## src/rtl/fifo_pkg.sv

```systemverilog
// Shared defaults and the status bundle for the programmable-threshold synchronous FIFO.
package fifo_pkg;

    localparam int DSIZE_DEF = 8;
    localparam int ASIZE_DEF = 4;

    typedef struct packed {
        logic wfull;
        logic walmost_full;
        logic rempty;
        logic ralmost_empty;
        logic overflow;
        logic underflow;
    } fifo_status_t;

endpackage

```

## src/rtl/fifo_mem.sv

```systemverilog
// DEPTH x DSIZE storage: one synchronous write port and one registered read port.
module fifo_mem
    import fifo_pkg::*;
#(
    parameter int DSIZE = DSIZE_DEF,
    parameter int ASIZE = ASIZE_DEF
) (
    input  logic             clk,
    input  logic             rst,
    input  logic             we,
    input  logic [ASIZE-1:0] waddr,
    input  logic [DSIZE-1:0] wdata,
    input  logic             re,
    input  logic [ASIZE-1:0] raddr,
    output logic [DSIZE-1:0] rdata
);

    logic [DSIZE-1:0] mem [2**ASIZE];

    // The storage array needs no reset; only the read register is cleared.
    always_ff @(posedge clk) begin
        if (we)
            mem[waddr] <= wdata;
    end

    always_ff @(posedge clk) begin
        if (rst)
            rdata <= '0;
        else if (re)
            rdata <= mem[raddr];
    end

endmodule

```

## src/rtl/sync_fifo_prog.sv

```systemverilog
// Single-clock FIFO with wrap-bit pointers, programmable almost-full/empty levels,
// flush, and sticky overflow/underflow flags.
module sync_fifo_prog
    import fifo_pkg::*;
#(
    parameter int DSIZE    = DSIZE_DEF,
    parameter int ASIZE    = ASIZE_DEF,
    parameter int AF_LEVEL = (2**ASIZE) - 2,
    parameter int AE_LEVEL = 2
) (
    input  logic             wclk,
    input  logic             wrst,
    input  logic             flush,
    input  logic             winc,
    input  logic [DSIZE-1:0] wdata,
    input  logic             rinc,
    input  logic             err_clr,
    output logic [DSIZE-1:0] rdata,
    output logic             wfull,
    output logic             walmost_full,
    output logic             rempty,
    output logic             ralmost_empty,
    output logic [ASIZE:0]   wcount,
    output logic             overflow,
    output logic             underflow
);

    localparam int DEPTH = 2**ASIZE;

    if (AF_LEVEL > DEPTH || AE_LEVEL >= DEPTH) begin : g_bad_levels
        $error("sync_fifo_prog: AF_LEVEL must be <= DEPTH and AE_LEVEL < DEPTH");
    end

    localparam logic [ASIZE:0] AF_CNT = AF_LEVEL[ASIZE:0];
    localparam logic [ASIZE:0] AE_CNT = AE_LEVEL[ASIZE:0];

    logic [ASIZE:0] wptr;
    logic [ASIZE:0] rptr;
    logic           ovf_q;
    logic           udf_q;
    logic           wr_ok;
    logic           rd_ok;
    fifo_status_t   status;

    assign wcount = wptr - rptr;

    always_comb begin
        status               = '0;
        status.rempty        = (wptr == rptr);
        status.wfull         = (wptr[ASIZE-1:0] == rptr[ASIZE-1:0]) &&
                               (wptr[ASIZE] != rptr[ASIZE]);
        status.walmost_full  = (wcount >= AF_CNT);
        status.ralmost_empty = (wcount <= AE_CNT);
        status.overflow      = ovf_q;
        status.underflow     = udf_q;
    end

    // A write into a full FIFO is legal when a read frees the slot in the same edge.
    assign wr_ok = !wrst && !flush && winc && (!status.wfull || rinc);
    assign rd_ok = !wrst && !flush && rinc && !status.rempty;

    always_ff @(posedge wclk) begin
        if (wrst) begin
            wptr  <= '0;
            rptr  <= '0;
            ovf_q <= 1'b0;
            udf_q <= 1'b0;
        end else if (flush) begin
            wptr <= '0;
            rptr <= '0;
        end else begin
            if (wr_ok)
                wptr <= wptr + 1'b1;
            if (rd_ok)
                rptr <= rptr + 1'b1;
            // Clear first so a coinciding error event wins.
            if (err_clr) begin
                ovf_q <= 1'b0;
                udf_q <= 1'b0;
            end
            if (winc && status.wfull && !rinc)
                ovf_q <= 1'b1;
            if (rinc && status.rempty)
                udf_q <= 1'b1;
        end
    end

    fifo_mem #(
        .DSIZE (DSIZE),
        .ASIZE (ASIZE)
    ) u_mem (
        .clk   (wclk),
        .rst   (wrst),
        .we    (wr_ok),
        .waddr (wptr[ASIZE-1:0]),
        .wdata (wdata),
        .re    (rd_ok),
        .raddr (rptr[ASIZE-1:0]),
        .rdata (rdata)
    );

    assign wfull         = status.wfull;
    assign walmost_full  = status.walmost_full;
    assign rempty        = status.rempty;
    assign ralmost_empty = status.ralmost_empty;
    assign overflow      = status.overflow;
    assign underflow     = status.underflow;

endmodule

```

## config.mk

```make
export PLATFORM = sky130hd
export DESIGN_NAME = sync_fifo_prog
export DESIGN_NICKNAME = d
export VERILOG_FILES = /design/src/rtl/fifo_pkg.sv /design/src/rtl/fifo_mem.sv /design/src/rtl/sync_fifo_prog.sv
export SDC_FILE = /design/constraint.sdc
export NUM_CORES = 1
export LEC_CHECK = 0
export ABC_AREA = 1
export BUFFER_PORTS_ARGS = -buffer_cell sky130_fd_sc_hd__buf_2
export CAP_MARGIN = 10
export CORE_MARGIN = 10
export CORE_UTILIZATION = 55
export DETAILED_ROUTE_END_ITERATION = 6
export PLACE_DENSITY = 0.84
export REMOVE_ABC_BUFFERS = 1
export SLEW_MARGIN = 25
export SYNTH_ARGS = -nofsm -noshare
export SYNTH_HDL_FRONTEND = slang
export SYNTH_SLANG_ARGS = --single-unit
```

## constraint.sdc

```tcl
create_clock -name wclk -period 2.7 [get_ports wclk]
set_input_delay 0 -clock wclk [delete_from_list [all_inputs] [get_ports wclk]]
set_output_delay 0 -clock wclk [all_outputs]
set_load 0.05 [all_outputs]
```

==> flow_metrics.tcl, run 1 <==
set metrics [dict create \
    tritoncts "yes" \
    routed_wl_um 16400 \
    clock_tree.root_cell "clkbuf_16" \
    num_rows 40 \
    grt_max_degree 68 \
    cp_data_arrival_time_ps 2550 \
    synth_warnings 0 \
    rsz0062_at_grt "false" \
    clock-sinks 148 \
    cpMostUsedCell "nand2_2" \
    worst_slack_ps 207 \
    cts_buffers 17 \
    drt_first_pass_iters 6 \
    die_w_um 130 \
    fin_crit_ps 2490 \
    grt_pass1_vias 4991 \
    post_cts_buffers 0 \
    final_max_slew_viol_count 0 \
    num_antenna_cells 0 \
    detail_route.iter0.violations 601 \
    path_class "flip-flop to flip-flop" \
    layout_commonest_cell "nand2_1" \
    reg2reg_to "u_mem.mem[2][6]" \
    clockBufferDepth 2 \
    seq_area_frac_synth_pct 63.7 \
    syn_avg_cell_area_sq_um 9.65 \
    synth_area_sq_um 6670 \
    fin_skew_ps 9.90 \
    period_share_pct 92.3 \
    dieArea_sq_um 16900 \
    grt.overflow.total 0 \
    ir_worst_vdd_mv 0.535 \
    hpwl_um 10100 \
    final_antenna_net_count 0 \
    die_y_um 130 \
    wl_per_cell_um 18.2 \
    grt_usage_pct 20.4 \
    yosys_register_bits 148 \
    wl_met3_um 1560 \
    yosysUniqueCellTypes 26 \
    end_kind "flip-flop" \
    pre_cts_slack_ps 233 \
    r2r_setup_slack_ps 210 \
    clk_latency_ps 430 \
    drv_cap 0 \
    relSlewSlack_pct 38.8 \
    hold_class "input pin to flip-flop" \
    tns_ps 0 \
    antenna_found_initial 0 \
    viasPerCell 5.60 \
    dp.cells 858 \
    finalSetupViolCount 0 \
    clk_pin_slew_ps 60 \
    max_stage_delay_ps 530 \
    worst_slew_pin_slew_ps 916 \
    required_ps 2760 \
    wl_met2_um 8160 \
    port_buffers 32 \
    mostFrequentLayoutCells "nand2_1 (188), edfxtp_1 (128), inv_1 (115), nand3_1 (96), nor2_1 (55)" \
    regToRegStartpoint "wptr[2]" \
    critPathLaunch "wptr[2]" \
    area_growth_syn_to_layout_pct 14.9 \
    setup.worst_path.start_class "flip-flop" \
    crit_slowest_cell "nor2_1" \
    status "finished, final reports clean" \
    hold_violations 0 \
    start_util_pct 55.7 \
    drc_errors 0 \
    wl_met1_um 6140 \
    critical_path.cell_chain "ha_1 > nand2_1 > nor2_2 > inv_1 > nor2_4 > nand2_2 > nand2_4 > inv_2 > nand2_2 > nor2_1" \
    pin_count 33 \
    grt_first_pass_wirelength_um 25800 \
    p_leak_uw 0.00332 \
    htreeDepth 4 \
    critPathMaxFanout 8 \
    core_sq_um 12000 \
    gp_congestion 0.909 \
    dr.max_layer_used "met4" \
    n_fill_cell 855 \
    layout-drive-gt1-share_pct 12.9 \
    vias 5033 \
    nets 763 \
    endpoint "u_mem.mem[2][6]" \
    fmax_mhz 401 \
    final_cells 899 \
    synthCells 691 \
    rr_worst_depth 10 \
    powerDensity_nw_per_um2 650 \
]
==> where the power goes <==
part	leakage [uW]	internal (uW)	switching [uW]
Sequential	0.00131	2490	3.08
Combinational	0.00172	34.6	111
Clock	0.000281	1440	904
==> metrics by stage <==
step	hold slack (ps)	instance area, sq um	utilization (%)	power, uW
after floorplan	98.9	6520	-	2600
after global placement	298	6980	58.3	2670
after detailed placement	294	6980	58.3	2670
after CTS	6.06	7660	64.0	5000
after global routing	10.9	7660	64.1	5130
final	21.8	7660	64.1	4980
==> cells by family (layout without fill, tap and decap cells) <==
| group | after synthesis | count (layout) | share of synthesized area (%) |
|---|---|---|---|
| buffers and inverters | 148 | 209 | 9.01 |
| AO/OA/AOI/OAI | 26 | 26 | 2.08 |
| AND/OR/NAND/NOR | 352 | 352 | 22.3 |
| adder cells (fa/ha/maj) | 10 | 10 | 1.99 |
| flip-flops | 148 | 148 | 63.7 |
| XOR/XNOR | 7 | 7 | 0.920 |
==> state kept, by name, indices dropped and copies added, names as in the netlist <==
name and flops:
wptr 5, u_mem.mem 128, overflow 1, u_mem.rdata 8
underflow 1, rptr 5
==> what timing repair did <==
item                                   4_1_cts  5_1_grt
hold buffers                                 9        0
setup endpoints to repair                    0        8
gates resized for setup                      0        1
endpoints found under the hold margin        9        0
==> worst max-delay path, delay by kind of cell (launching register included) <==
family,cells,cell delay [ps]
adder cells (fa/ha/maj),1,340
flip-flops,1,490
buffers and inverters,2,220
AND/OR/NAND/NOR,7,1080
==> routing by layer <==
metal,vias to the layer above,global-route usage (%)
li1,2310,-
met1,2367,23.7
met2,298,34.1
met3,58,6.33
met4,0,9.13
met5,-,0
==> cell usage after synthesis, drive strengths merged <==
| library cell | instances | area share, % |
|---|---|---|
| nand2 | 196 | 11 |
| edfxtp | 128 | 58 |
| inv | 120 | 6.8 |
| nand3 | 96 | 7.2 |
| nor2 | 59 | 3.6 |
| dfxtp | 20 | 6.0 |
| buf | 19 | 1.7 |
| o21ai | 13 | 0.98 |
| a21oi | 10 | 0.81 |
| ha | 9 | 1.7 |
| clkbuf | 8 | 0.45 |
| xor2 | 7 | 0.92 |
| o22ai | 2 | 0.19 |
| clkinv | 1 | 0.056 |
| fa | 1 | 0.30 |
| nor3 | 1 | 0.075 |
| o21bai | 1 | 0.11 |
==> worst min-delay path by stage <==
stage	startpoint	to	slack, ps	depth (start not counted)
6_report	wdata[0]	u_mem.mem[7][0]	20	1
4_1_cts	wdata[0]	u_mem.mem[7][0]	6	1
2_1_floorplan	wdata[0]	u_mem.mem[0][0]	100	0
3_5_place_dp	winc	overflow	290	3
3_3_place_gp	winc	overflow	300	3
5_1_grt	wdata[5]	u_mem.mem[6][5]	10	1
==> final cells by class <==
class	count	area [sq um]	share of cell area, %
clock inverters	14	163	2.12
well taps	147	184	2.40
multi-input cells	395	1830	23.8
flip-flops and latches	148	4250	55.4
inverters	121	454	5.93
repair buffers	56	363	4.73
clock buffers	18	429	5.60
Power figures use the tool's default switching activity.
==> run 2: changes to the inputs <==
- CORE_MARGIN: 10 -> 8
==> run 2 against run 1 <==
Fmax fell by 0.88%. Cell area shrank 0.59%. Critical path type unchanged. Utilization down 0.11 points. Via count is 1.0% lower. Wire length decreased by 2.5%. Highest routed layer unchanged. Register-to-register slack lost 20 ps.
==> flow_metrics.tcl, run 2 (synthesized netlist as in run 1, its figures left out) <==
set metrics [dict create \
    status "finished, final reports clean" \
    final_cells 893 \
    cts_resized 0 \
    reg2reg_to "u_mem.mem[8][5]" \
    grt_max_degree 69 \
    hold_violations 0 \
    htreeDepth 4 \
    clk_latency_ps 420 \
    ctsHoldBuffers 8 \
    hold_depth 1 \
    relSlewSlack_pct 53.3 \
    clock_tree.root_cell "clkbuf_16" \
    critPathMaxFanout 8 \
    layout_commonest_cell "nand2_1" \
    core_sq_um 11900 \
    cp_data_arrival_time_ps 2560 \
    fin_skew_ps 6.32 \
    largest_reg_flops 128 \
    drt_first_pass_iters 6 \
    detail_route.iter0.violations 502 \
    regToRegStartpoint "wptr[0]" \
    worst_slew_pin_slew_ps 701 \
    grt.overflow.total 0 \
    layout-drive-gt1-share_pct 12.3 \
    path_class "flip-flop to flip-flop" \
    area_growth_syn_to_layout_pct 14.3 \
    fmax_mhz 398 \
    vias 4982 \
    viasPerCell 5.58 \
    hp-start "wdata[1]" \
    die_y_um 126 \
    top_regs "u_mem.mem x128, u_mem.rdata x8" \
    end_kind "flip-flop" \
    port_buffers 32 \
    start_util_pct 56.0 \
    regMostFlops "u_mem.mem" \
    dieArea_sq_um 15900 \
    wl_per_cell_um 17.9 \
    mostFrequentLayoutCells "nand2_1 (188), edfxtp_1 (128), inv_1 (115), nand3_1 (96), nor2_1 (56)" \
    die_w_um 126 \
    p_leak_uw 0.00329 \
    clk_pin_slew_ps 60 \
    drc_errors 0 \
    setup.worst_path.start_class "flip-flop" \
    grt_first_pass_wirelength_um 25100 \
    antenna_found_initial 0 \
    post_cts_buffers 0 \
    pin_count 33 \
    required_ps 2750 \
    num_rows 40 \
    grt_pass1_vias 4879 \
    clock-sinks 148 \
    num_antenna_cells 0 \
    rr_worst_depth 11 \
    drv_cap 0 \
    dp.cells 853 \
    cts_buffers 17 \
    powerDensity_nw_per_um2 652 \
    tritoncts "yes" \
    ir_worst_vdd_mv 0.498 \
    fin_crit_ps 2520 \
    nets 757 \
    hold_class "input pin to flip-flop" \
    rsz0062_at_grt "false" \
    gp_congestion 0.969 \
    r2r_setup_slack_ps 180 \
    finalSetupViolCount 0 \
    final_antenna_net_count 0 \
    grt_usage_pct 20.7 \
    hpwl_um 10100 \
    clockBufferDepth 2 \
    routed_wl_um 16000 \
    final_max_slew_viol_count 0 \
    min_to "u_mem.mem[13][1]" \
    period_share_pct 93.2 \
    final_util_pct 64.0 \
]
-- run 2: cell types whose count changed in the layout (fill, tap and decap cells not counted) --
cell and delta:
dlygate4sd3_1 -1, clkinv_2 -5, bufinv_16 -1, buf_4 -5, inv_8 +1, inv_6 +4
nor2_2 -1, nor2_1 +1, clkinv_4 +2, clkbuf_1 -1
-- run 2: cell type report --
type,instances,area [sq um]
flip-flops and latches,148,4250
clock buffers,17,425
inverters,121,454
repair buffers,50,315
well taps,147,184
clock inverters,15,171
fillers,843,4290
multi-input cells,395,1820
-- run 2: how the worst max path moves through the flow --
stage / from / end / cells past startpoint
final: wptr[0] / u_mem.mem[8][5] / 11
after global placement: wptr[2] / u_mem.mem[12][0] / 10
after global routing: wptr[0] / u_mem.mem[0][0] / 11
after detailed placement: wptr[0] / u_mem.mem[0][1] / 11
after CTS: wptr[0] / u_mem.mem[8][6] / 11
after floorplan: rptr[0] / walmost_full / 6
-- run 2: worst max-delay path, cell delays in order, from the launching register on --
cell     delay (ps)
dfxtp_1         410
inv_1           130
ha_1            320
nand2_1         100
nor2_2           50
inv_1            90
nor2_4           40
nand2_2         120
nand2_4         100
inv_2           130
nand2_2         120
nor2_1          520
-- run 2: routing by layer --
metal  part of all wire [%]  track usage, %
met1                     36            23.2
met2                     51            35.3
met3                    8.6            5.44
met4                    4.1            11.9
met5                      0               0
-- run 2: metrics by stage --
| stage | power [uW] | cell area (sq um) | hold slack (ps) | TNS (ps) | setup slack [ps] |
|---|---|---|---|---|---|
| after floorplan | 2600 | 6520 | 98.9 | -66440 | -1160 |
| after CTS | 4980 | 7620 | 33.2 | 0 | 202 |
| after detailed placement | 2670 | 6940 | 297 | 0 | 231 |
| after global placement | 2670 | 6940 | 299 | 0 | 384 |
| after global routing | 5080 | 7620 | 31.6 | 0 | 7.27 |
| final | 4970 | 7620 | 39.7 | 0 | 185 |
-- run 2: report_power, final --
group	switching (uW)	total [uW]	internal (uW)
Clock	951	2330	1380
Combinational	110	143	33.2
Sequential	4.42	2490	2490
==> run 3: changes to the inputs <==
- ABC_AREA: 1 -> not set
==> run 3 against run 2 <==
Cell area shrank 5.9%. Wire length decreased by 16%. Register-to-register slack got worse by 40 ps. Die area down 7.3%. Global-route usage decreased by 1.9 points. Hold slack better by 300 ps. Critical path type is now flip-flop to primary output. Largest cell class unchanged. Largest power group unchanged.
==> flow_metrics.tcl, run 3 <==
set metrics [dict create \
    status "finished, final reports clean" \
    yosysMostFrequentCell "edfxtp_1" \
    rsz0062_at_grt "false" \
    power_uw 5000 \
    yosys-top-cells-count "edfxtp_1 (128), mux2i_1 (52), nor2_1 (38)" \
    seq_area_frac_synth_pct 69.5 \
    die_y_um 121 \
    yosys_register_bits 148 \
    synth_area_sq_um 6110 \
    pin_count 33 \
    r2r_setup_slack_ps 140 \
    drv_cap 0 \
    start_util_pct 56.4 \
    synthMuxAreaShare_pct 11.5 \
    clk_pin_slew_ps 60 \
    synthAdderAreaFrac_pct 2.17 \
    layout-drive-gt1-share_pct 21.1 \
    area_growth_syn_to_layout_pct 17.3 \
    largest_reg_flops 128 \
    synth-simple-area-share_pct 5.45 \
    mostFrequentLayoutCells "edfxtp_1 (128), mux2i_1 (52), nor2_1 (38), buf_2 (31), dlygate4sd3_1 (17)" \
    grt_usage_pct 18.9 \
    n_fill_cell 731 \
    ir_worst_vdd_mv 0.403 \
    critPathMaxFanout 5 \
    regMostFlops "u_mem.mem" \
    syn_avg_cell_area_sq_um 16.1 \
    hold_violations 0 \
    vias 3653 \
    num_rows 38 \
    fin_crit_ps 2570 \
    final_area_sq_um 7170 \
    grt_max_degree 45 \
    drt_first_pass_iters 4 \
    setup.worst_path.start_class "flip-flop" \
    dominantRegCellSynth "edfxtp_1" \
    antenna_found_initial 0 \
    finalSetupViolCount 0 \
    post_cts_buffers 0 \
    clock_tree.root_cell "clkbuf_8" \
    synthTopCellsByArea "edfxtp_1 (63%), mux2i_1 (8.5%), dfxtp_1 (6.6%), mux4_2 (2.9%), nor2_1 (2.3%)" \
    synth.largest_area_cell "edfxtp_1" \
    path_class "flip-flop to primary output" \
    top_regs "u_mem.mem x128, u_mem.rdata x8" \
    tritoncts "yes" \
    clk_latency_ps 530 \
    die_w_um 121 \
    seq_area_sq_um 4250 \
    synth_warnings 0 \
    fmax_mhz 389 \
    synth_top_family_by_area "multiplexers" \
    required_ps 2700 \
    num_antenna_cells 0 \
    cts_buffers 17 \
    hold_class "input pin to flip-flop" \
    grt_first_pass_wirelength_um 20400 \
    synthCells 380 \
    multi_input_area_sq_um 1680 \
    dpl_cell_area_sq_um 6370 \
    hpwl_um 8500 \
    hp-start "wrst" \
    fin_skew_ps 10.4 \
    yosysUniqueCellTypes 47 \
    relSlewSlack_pct 46.5 \
    final_antenna_net_count 0 \
    grt.overflow.total 0 \
    synth_compound_area_share_pct 7.19 \
    nets 466 \
    synth_edf_count 128 \
    final_max_slew_viol_count 0 \
    layout_commonest_cell "edfxtp_1" \
    viasPerCell 6.14 \
    critPathLaunch "wptr[0]" \
    synth-xor-area-share_pct 0.983 \
    worst_slew_pin_slew_ps 799 \
    synth_top_area_share_pct 62.9 \
    gp_congestion 0.890 \
    port_buffers 32 \
    p_leak_uw 0.00233 \
    dieArea_sq_um 14700 \
    htreeDepth 4 \
    cp_data_arrival_time_ps 2570 \
    clockBufferDepth 2 \
    period_share_pct 95.3 \
    drc_errors 0 \
    regToRegStartpoint "rptr[2]" \
    async_flop_share_pct 0 \
    end_kind "primary output" \
    powerDensity_nw_per_um2 697 \
    clock-sinks 148 \
    core_sq_um 10800 \
    detail_route.iter0.violations 404 \
    grt_pass1_vias 3648 \
    wl_per_cell_um 22.6 \
    routed_wl_um 13500 \
]
[run 3: changes by cell type in the layout (fill, tap and decap cells not counted), sizes merged, moves of 5 or more]
| cell | before | now |
|---|---|---|
| o22ai | 2 | 16 |
| xor2 | 7 | 2 |
| mux2i | 0 | 52 |
| a21oi | 10 | 4 |
| nand2 | 196 | 7 |
| nand3 | 96 | 4 |
| a221oi | 0 | 8 |
| dlygate4sd3 | 8 | 17 |
| inv | 125 | 16 |
| nor3 | 1 | 6 |
| a311oi | 0 | 8 |
| nor2 | 59 | 38 |
| mux4 | 0 | 8 |
[run 3: power breakdown]
part	internal [uW]	leakage, uW	switching (uW)
clock	1430	0.000294	965
sequential	2490	0.00132	3.04
combinational	36.4	0.000723	74.8
total	3960	0.00233	1040
[run 3: kinds of logic (layout without fill, tap and decap cells)]
| kind of cell | count (synthesis) | in the layout |
|---|---|---|
| xor gates and xnor gates | 6 | 6 |
| adders and majority gates | 10 | 10 |
| AOI/OAI and AO/OA | 59 | 59 |
| and+or+nand+nor | 70 | 70 |
| muxes | 60 | 60 |
| DFF | 148 | 148 |
| buffers and inverters | 27 | 102 |
[run 3: final cells by class]
| cell class | instances | area share, % |
|---|---|---|
| clock buffer | 17 | 5.78 |
| sequential | 148 | 59.3 |
| multi-input combinational | 205 | 23.5 |
| tap | 140 | 2.44 |
| clock inverter | 15 | 2.67 |
| timing repair buffer | 61 | 5.90 |
| inverter | 9 | 0.471 |
[run 3: per-stage QoR]
stage	setup WS [ps]	instances	TNS, ps	utilization, %	hold slack [ps]
floorplan	-1810	362	-135780	-	72.1
global placement	425	546	0	58.8	282
detailed placement	309	546	0	58.8	292
CTS	31.8	595	0	65.9	318
global route	0.940	595	0	66.1	360
finish	128	595	0	66.1	343
[run 3: path summary, 6_finish.rpt]
path | to | depth (start not counted)
max | ralmost_empty | 9
min | u_mem.rdata[6] | 3
max reg2reg | overflow | 8
min reg2reg | u_mem.rdata[7] | 2
[run 3: what timing repair did]
item / CTS / global route
gates resized for setup: 1 / 8
endpoints found under the setup margin: 1 / 3
endpoints found under the hold margin: 148 / 0
hold buffers: 17 / 0
[run 3: layer usage]
metal / wire [um] / GRT usage (%) / share of wire, % / vias up
met5: 0 / 0 / 0 / -
met3: 1160 / 5.26 / 8.6 / 24
li1: - / - / - / 1617
met1: 5510 / 24.1 / 41 / 1804
met2: 6500 / 29.6 / 48 / 208
met4: 295 / 7.94 / 2.2 / 0
[run 3: critical path, cell delays in order (launching register included)]
cell,delay [ps]
dfxtp_2,350
inv_1,100
ha_1,180
inv_1,60
fa_1,390
a21o_1,200
a21oi_1,170
xnor2_1,110
a211oi_1,250
buf_4,240
